### src/rtl/sub_op_serial_pkg.sv
// -----------------------------------------------------------------------------
// proc_pkg
// Purpose : Shared types and constants for the 4-bit processor datapath.
//           Holds the FSM state type of the bit-serial subtractor and
//           default operand widths.
// Ports   : none (package)
// -----------------------------------------------------------------------------
package proc_pkg;

   // States of the bit-serial subtractor: waiting, one bit per cycle, result pulse
   typedef enum logic [1:0] {
      IDLE  = 2'd0,
      SHIFT = 2'd1,
      DONE  = 2'd2
   } sub_state_t;

   localparam int PROC_WIDTH     = 4;
   localparam int PROC_SUB_WIDTH = 2;

   // Width of a counter that can index every bit of a WIDTH-bit word.
   // A 1-bit word still needs a 1-bit counter so the register never vanishes.
   function automatic int idxWidth(input int width);
      return (width > 1) ? $clog2(width) : 1;
   endfunction

endpackage

### src/rtl/sub_op_serial_if.sv
// -----------------------------------------------------------------------------
// sub_op_serial_if
// Purpose : Request/response bundle between the ALU sequencer and the
//           bit-serial subtractor.
// Signals : start  - request, honoured only while the subtractor is idle
//           num1   - subtrahend (SUB_WIDTH bits, zero-extended inside)
//           num2   - minuend (WIDTH bits)
//           busy   - operation in flight (bit shifting or result pulse)
//           done   - one-cycle pulse, result is valid
//           result - {borrow, difference[WIDTH-1:0]}
// Modports: master drives the request side, slave is the subtractor.
// -----------------------------------------------------------------------------
interface sub_op_serial_if
   import proc_pkg::*;
#(
   parameter int WIDTH     = PROC_WIDTH,
   parameter int SUB_WIDTH = PROC_SUB_WIDTH
);

   logic                 start;
   logic [SUB_WIDTH-1:0] num1;
   logic [WIDTH-1:0]     num2;
   logic                 busy;
   logic                 done;
   logic [WIDTH:0]       result;

   modport master (
      output start,
      output num1,
      output num2,
      input  busy,
      input  done,
      input  result
   );

   modport slave (
      input  start,
      input  num1,
      input  num2,
      output busy,
      output done,
      output result
   );

endinterface

### src/rtl/sub_op_serial_full_subtractor.sv
// -----------------------------------------------------------------------------
// full_subtractor
// Purpose : One-bit full subtractor computing a - b - bin.
// Ports   : a_i    - minuend bit
//           b_i    - subtrahend bit
//           bin_i  - borrow in from the lower bit
//           d_o    - difference bit
//           bout_o - borrow out to the next higher bit
// -----------------------------------------------------------------------------
module full_subtractor (
   input  logic a_i,
   input  logic b_i,
   input  logic bin_i,
   output logic d_o,
   output logic bout_o
);

   // A borrow is produced when b exceeds a outright, or when a and b are equal
   // and a borrow is already coming in from below.
   always_comb begin
      d_o    = a_i ^ b_i ^ bin_i;
      bout_o = (~a_i & b_i) | (~(a_i ^ b_i) & bin_i);
   end

endmodule

### src/rtl/sub_op_serial.sv
// -----------------------------------------------------------------------------
// sub_op_serial
// Purpose : Bit-serial subtractor, result = num2 - zext(num1), one bit per
//           clock, LSB first, with a borrow (underflow) flag in result[WIDTH].
//           Serves the SUB path of the 4-bit processor ALU.
// Ports   : clk  - single clock, rising edge
//           rst  - synchronous, active-high reset
//           bus  - sub_op_serial_if.slave (start/num1/num2 in,
//                  busy/done/result out)
// Params  : WIDTH     - minuend and difference width
//           SUB_WIDTH - subtrahend width, must not exceed WIDTH
// Config  : SUB_OP_SAT_EN - when defined, an underflowing difference is
//           floored at zero while the borrow flag is still reported.
//           Undefined (default) keeps the wrapped two's-complement value.
// -----------------------------------------------------------------------------
module sub_op_serial
   import proc_pkg::*;
#(
   parameter int WIDTH     = PROC_WIDTH,
   parameter int SUB_WIDTH = PROC_SUB_WIDTH
) (
   input  logic              clk,
   input  logic              rst,
   sub_op_serial_if.slave    bus
);

   localparam int IDX_W = idxWidth(WIDTH);
   localparam logic [IDX_W-1:0] LAST_IDX = IDX_W'(WIDTH - 1);

   sub_state_t       state_q,   state_d;
   logic [WIDTH-1:0] minuend_q, minuend_d;
   logic [WIDTH-1:0] subtr_q,   subtr_d;
   logic [WIDTH-1:0] diff_q,    diff_d;
   logic [IDX_W-1:0] bitIdx_q,  bitIdx_d;
   logic             borrow_q,  borrow_d;
   logic [WIDTH:0]   result_q,  result_d;

   logic             fsDiff;
   logic             fsBorrow;

   // The single full subtractor always looks at the bit selected by the
   // counter; its outputs are only consumed while shifting.
   full_subtractor u_fullSub (
      .a_i    (minuend_q[bitIdx_q]),
      .b_i    (subtr_q[bitIdx_q]),
      .bin_i  (borrow_q),
      .d_o    (fsDiff),
      .bout_o (fsBorrow)
   );

   // Next-state and datapath control. Operands are captured on an accepted
   // start so the requester may change its inputs immediately afterwards.
   // The visible result is written only on the edge that enters DONE, which
   // keeps it stable for the whole operation and until the next one ends.
   // Start requests arriving while shifting or in DONE are simply dropped.
   always_comb begin
      state_d   = state_q;
      minuend_d = minuend_q;
      subtr_d   = subtr_q;
      diff_d    = diff_q;
      bitIdx_d  = bitIdx_q;
      borrow_d  = borrow_q;
      result_d  = result_q;

      case (state_q)
         IDLE: begin
            if (bus.start) begin
               state_d   = SHIFT;
               minuend_d = bus.num2;
               subtr_d   = WIDTH'(bus.num1);
               diff_d    = '0;
               bitIdx_d  = '0;
               borrow_d  = 1'b0;
            end
         end

         SHIFT: begin
            diff_d[bitIdx_q] = fsDiff;
            borrow_d         = fsBorrow;
            bitIdx_d         = bitIdx_q + IDX_W'(1);
            if (bitIdx_q == LAST_IDX) begin
               state_d = DONE;
`ifdef SUB_OP_SAT_EN
               result_d = fsBorrow ? {1'b1, {WIDTH{1'b0}}} : {1'b0, diff_d};
`else
               result_d = {fsBorrow, diff_d};
`endif
            end
         end

         DONE: begin
            state_d = IDLE;
         end

         default: begin
            state_d = IDLE;
         end
      endcase
   end

   // State and datapath registers. Reset aborts any operation in progress
   // and clears everything, including the held result; it also overrides a
   // start request presented in the same cycle.
   always_ff @(posedge clk) begin
      if (rst) begin
         state_q   <= IDLE;
         minuend_q <= '0;
         subtr_q   <= '0;
         diff_q    <= '0;
         bitIdx_q  <= '0;
         borrow_q  <= 1'b0;
         result_q  <= '0;
      end else begin
         state_q   <= state_d;
         minuend_q <= minuend_d;
         subtr_q   <= subtr_d;
         diff_q    <= diff_d;
         bitIdx_q  <= bitIdx_d;
         borrow_q  <= borrow_d;
         result_q  <= result_d;
      end
   end

   // Handshake outputs are pure decodes of the state register.
   assign bus.busy   = (state_q != IDLE);
   assign bus.done   = (state_q == DONE);
   assign bus.result = result_q;

endmodule

### src/flat_wrapper.sv
// flat-port wrapper written by rule: the top's interface ports become plain ports
module sub_op_serial_flat import proc_pkg::*;
#(
   parameter int WIDTH     = PROC_WIDTH,
   parameter int SUB_WIDTH = PROC_SUB_WIDTH
)
  (clk, rst, bus_start, bus_num1, bus_num2, bus_busy, bus_done, bus_result);
  sub_op_serial_if #(.WIDTH(WIDTH), .SUB_WIDTH(SUB_WIDTH)) bus_i ();
  input  logic clk;
  input  logic rst;
  input wire logic [$bits(bus_i.start)-1:0] bus_start;
  input wire logic [$bits(bus_i.num1)-1:0] bus_num1;
  input wire logic [$bits(bus_i.num2)-1:0] bus_num2;
  output wire logic [$bits(bus_i.busy)-1:0] bus_busy;
  output wire logic [$bits(bus_i.done)-1:0] bus_done;
  output wire logic [$bits(bus_i.result)-1:0] bus_result;
  assign bus_i.start = bus_start;
  assign bus_i.num1 = bus_num1;
  assign bus_i.num2 = bus_num2;
  assign bus_busy = bus_i.busy;
  assign bus_done = bus_i.done;
  assign bus_result = bus_i.result;
  sub_op_serial #(.WIDTH(WIDTH), .SUB_WIDTH(SUB_WIDTH)) u_core (.clk(clk), .rst(rst), .bus(bus_i));
endmodule
### config.mk
export PLATFORM = sky130hd
export DESIGN_NAME = sub_op_serial_flat
export DESIGN_NICKNAME = d
export VERILOG_FILES = /design/src/rtl/sub_op_serial_pkg.sv /design/src/rtl/sub_op_serial_if.sv /design/src/rtl/sub_op_serial_full_subtractor.sv /design/src/rtl/sub_op_serial.sv /design/src/flat_wrapper.sv
export SDC_FILE = /design/constraint.sdc
export NUM_CORES = 1
export LEC_CHECK = 0
export ABC_AREA = 1
export CORE_MARGIN = 2
export CORE_UTILIZATION = 53
export DETAILED_ROUTE_END_ITERATION = 10
export PLACE_DENSITY = 0.92
export RECOVER_POWER = 50
export SKIP_CTS_REPAIR_TIMING = 1
export SLEW_MARGIN = 20
export SYNTH_ARGS = -nofsm -noshare
export SYNTH_HDL_FRONTEND = slang
export SYNTH_SLANG_ARGS = --single-unit
### constraint.sdc
create_clock -name clk -period 2.8 [get_ports clk]
set_input_delay 0.42 -clock clk [delete_from_list [all_inputs] [get_ports clk]]
set_output_delay 0.42 -clock clk [all_outputs]
set_load 0.02 [all_outputs]
==> report_table.html <==
<table>
<tr><th>Metric</th><th>Value</th></tr>
<tr><th colspan="2">Routing</th></tr>
<tr><td>Total number of vias</td><td>750</td></tr>
<tr><td>Ratio of routed vias to standard cells</td><td>5.00</td></tr>
<tr><td>Number of antenna-violating nets in the routed design</td><td>0</td></tr>
<tr><td>Number of design rule violations left after detail routing</td><td>0</td></tr>
<tr><td>Wirelength per Cell</td><td>10.2 um</td></tr>
<tr><td>Detailed Routing Iterations Pass 1</td><td>4</td></tr>
<tr><td>1st-iter DRT viols</td><td>26</td></tr>
<tr><td>WL final</td><td>1530 um</td></tr>
<tr><th colspan="2">Clock tree</th></tr>
<tr><td>Num CTS Buffers</td><td>3</td></tr>
<tr><td>Clock Tree Buf Depth</td><td>2</td></tr>
<tr><td>Clock sink count</td><td>19</td></tr>
<tr><td>Number of levels the H-tree was split into</td><td>1</td></tr>
<tr><td>Clock root buffer</td><td>clkbuf_4</td></tr>
<tr><td>Clk slew on worst S/H paths</td><td>0.11 ns</td></tr>
<tr><td>Later-pin clock latency in the skew report</td><td>0.29 ns</td></tr>
<tr><td>CTS tree</td><td>yes</td></tr>
<tr><th colspan="2">Final layout</th></tr>
<tr><td>Antenna diode count</td><td>0</td></tr>
<tr><td>Total Nets Final</td><td>149</td></tr>
<tr><td>Filler Cells Inserted</td><td>129</td></tr>
<tr><td>Utilization after layout</td><td>68.7%</td></tr>
<tr><td>Commonest non-fill, non-tap cells in the layout</td><td>nand2_1 (26), dfxtp_1 (19), nor2_1 (18)</td></tr>
<tr><td>Most frequent standard cell in the layout excluding fill and tap cells</td><td>nand2_1</td></tr>
<tr><td>Fraction of final layout cells sized beyond drive strength 1</td><td>3.73%</td></tr>
<tr><td>Area growth from synthesis to layout</td><td>20.6%</td></tr>
<tr><th colspan="2">Global routing</th></tr>
<tr><td>Global routing usage on met2</td><td>30.3%</td></tr>
<tr><td>Grt total ovfl</td><td>0</td></tr>
<tr><td>First-pass GRT wire length</td><td>2650 um</td></tr>
<tr><td>GRT Total Usage</td><td>18.4%</td></tr>
<tr><td>Maximum number of pins on one net before global-route repair</td><td>13</td></tr>
<tr><td>Met1 routing resource usage after global routing</td><td>21.7%</td></tr>
<tr><td>Layer carrying the most global-route usage</td><td>met2</td></tr>
<tr><td>Number of antenna violations at the first check in global routing</td><td>0</td></tr>
<tr><td>Vias in the first global route</td><td>649</td></tr>
<tr><td>Met3 track demand over resource in global routing</td><td>4.49%</td></tr>
<tr><th colspan="2">Timing</th></tr>
<tr><td>Rel. slew slack</td><td>54.8%</td></tr>
<tr><td>Number of endpoints with negative hold slack in the final report</td><td>0</td></tr>
<tr><td>RSZ-0062 raised after global routing</td><td>false</td></tr>
<tr><td>Final setup violation count</td><td>0</td></tr>
<tr><td>Share of the clock period used by the worst path</td><td>65.5%</td></tr>
<tr><td>Final WS setup</td><td>0.966 ns</td></tr>
<tr><td>Actual transition at the worst max-transition pin</td><td>0.675 ns</td></tr>
<tr><td>Fin Setup TNS</td><td>0 ns</td></tr>
<tr><td>Final slew viol count</td><td>0</td></tr>
<tr><td>Highest Clock Rate</td><td>545 MHz</td></tr>
<tr><td>Crit path time final</td><td>1.83 ns</td></tr>
<tr><td>Clock Skew</td><td>0.00599 ns</td></tr>
<tr><th colspan="2">Logic synthesis</th></tr>
<tr><td>Sequential cell area fraction in the yosys report</td><td>44.3%</td></tr>
<tr><td>Dominant cells by area after synthesis</td><td>dfxtp_1 (44%), nand2_1 (11%), nor2_1 (7.4%), nand3_1 (6.4%), o21ai_0 (6.4%)</td></tr>
<tr><td>Number of synthesized register bits</td><td>19</td></tr>
<tr><td>Synthesized cell area</td><td>858 um^2</td></tr>
<tr><td>Ys Warns</td><td>0</td></tr>
<tr><td>Synthesized Nets</td><td>132</td></tr>
<tr><td>Cell count after synthesis</td><td>118</td></tr>
<tr><td>Distinct cell type count after synthesis</td><td>16</td></tr>
<tr><td>Post-Synthesis Mean Instance Area</td><td>7.27 um^2</td></tr>
<tr><td>Cell type with the largest total area after synthesis</td><td>dfxtp_1</td></tr>
<tr><td>Share of the synthesized area in the top cell type</td><td>44.3%</td></tr>
<tr><th colspan="2">Placement</th></tr>
<tr><td>Routability cong.</td><td>0.831</td></tr>
<tr><td>Setup WS pre-CTS</td><td>1.04 ns</td></tr>
<tr><td>Final HPWL from detailed placement</td><td>1210 um</td></tr>
<tr><td>Number of I/O port buffers</td><td>15</td></tr>
<tr><th colspan="2">Power</th></tr>
<tr><td>Lkg Pwr</td><td>0.449 nW</td></tr>
<tr><td>Power density over the cells</td><td>501 mW/mm^2</td></tr>
<tr><td>Worst vdd rail ir drop</td><td>256 uV</td></tr>
<tr><th colspan="2">Setup path</th></tr>
<tr><td>Arr. time, crit path</td><td>1.41 ns</td></tr>
<tr><td>Crit start category</td><td>flop</td></tr>
<tr><td>Worst path max stage delay</td><td>0.61 ns</td></tr>
<tr><td>Category of the critical setup timing path</td><td>flop to primary output</td></tr>
<tr><td>Critical Path Slowest Stage Cell</td><td>clkdlybuf4s50_1</td></tr>
<tr><td>Biggest fanout along the worst timing path</td><td>4</td></tr>
<tr><td>List of cells traversed by the critical path</td><td>inv_1, nor2_1, clkdlybuf4s50_1</td></tr>
<tr><td>Required time of the critical path</td><td>2.38 ns</td></tr>
<tr><td>Kind of capture point of the worst setup path</td><td>primary output</td></tr>
<tr><th colspan="2">Floorplanning</th></tr>
<tr><td>Num rows</td><td>14</td></tr>
<tr><td>Die Ht</td><td>44.2 um</td></tr>
<tr><td>X dimension of the die</td><td>44.2 um</td></tr>
<tr><td>IO Count</td><td>16</td></tr>
<tr><td>Core outline area</td><td>0.00151 mm^2</td></tr>
<tr><td>Initial core utilization</td><td>57.0%</td></tr>
<tr><td>DIE AREA</td><td>0.00196 mm^2</td></tr>
<tr><th colspan="2">Flow run</th></tr>
<tr><td>Max-cap check violation count</td><td>0</td></tr>
<tr><th colspan="2">Worst hold path</th></tr>
<tr><td>Worst hold path class</td><td>flop to flop</td></tr>
<tr><th colspan="2">Run status</th></tr>
<tr><td>Status</td><td>complete, no violations</td></tr>
</table>
==> report_power, final <==
part / internal (mW) / switching, mW / total, mW
Combinational: 0.0382 / 0.0530 / 0.0912
Clock: 0.0553 / 0.0797 / 0.135
Sequential: 0.283 / 0.00890 / 0.292
==> per-layer routing <==
metal | vias up | part of all wire [%]
li1 | 403 | -
met1 | 330 | 45
met2 | 15 | 50
met3 | 2 | 4.5
met4 | 0 | 0.85
met5 | - | 0
==> cells in the mapped netlist, drive strengths merged <==
master and count:
nand2 27, dfxtp 19, ha 4, nor2 18
o21ai 12, buf 3, nand3 12, inv 15
a21oi 7, fa 1
==> kinds of logic after synthesis <==
| kind of cell | synth area share (%) |
|---|---|
| AO/OA/AOI/OAI | 11.1 |
| flip-flops | 44.3 |
| adder cells (fa/ha/maj) | 8.16 |
| buffers and inverters | 8.60 |
| AND/OR/NAND/NOR | 27.8 |
==> flip-flops by register name (all words and copies together), names as in the netlist <==
name	count
u_core.diff_q	3
u_core.minuend_q	4
u_core.subtr_q	2
u_core.borrow_q	1
u_core.bitIdx_q	2
u_core.bus.result	5
u_core.state_q	2
==> worst paths after layout <==
kind | depth (start not counted) | to | from | slack (ns)
worst min register to register | 2 | u_core.diff_q[0]$_SDFFE_PP0P_ | u_core.diff_q[0]$_SDFFE_PP0P_ | 0.47
worst max register to register | 8 | u_core.diff_q[2]$_SDFFE_PP0P_ | u_core.bitIdx_q[0]$_SDFFE_PP0P_ | 1.03
worst min-delay path | 2 | u_core.diff_q[0]$_SDFFE_PP0P_ | u_core.diff_q[0]$_SDFFE_PP0P_ | 0.47
worst max-delay path | 3 | bus_done | u_core.state_q[1]$_SDFFE_PP0P_ | 0.97
==> critical path: cells and delay by family (launching register included) <==
kind | cells | cell delay (ns)
DFF | 1 | 0.35
buffers and inverters | 2 | 0.69
and+or+nand+nor | 1 | 0.08
==> per-stage QoR <==
stage	hold WS [ns]	std cells	power [mW]	cell area (um^2)
floorplan	0.441	118	0.363	858
global placement	0.449	146	0.388	1010
detailed placement	0.456	146	0.391	1010
CTS	0.471	150	0.523	1040
global route	0.496	150	0.550	1030
finish	0.471	150	0.519	1030
==> area by class of cell <==
| cell class | count | area, um^2 | share of cell area, % |
|---|---|---|---|
| flip-flops and latches | 19 | 380 | 36.8 |
| well taps | 16 | 20.0 | 1.93 |
| multi-input cells | 81 | 402 | 38.8 |
| repair buffers | 15 | 150 | 14.5 |
| inverters | 15 | 56.3 | 5.44 |
| clock buffers | 4 | 26.3 | 2.54 |
(Power assumes the default switching activity.)
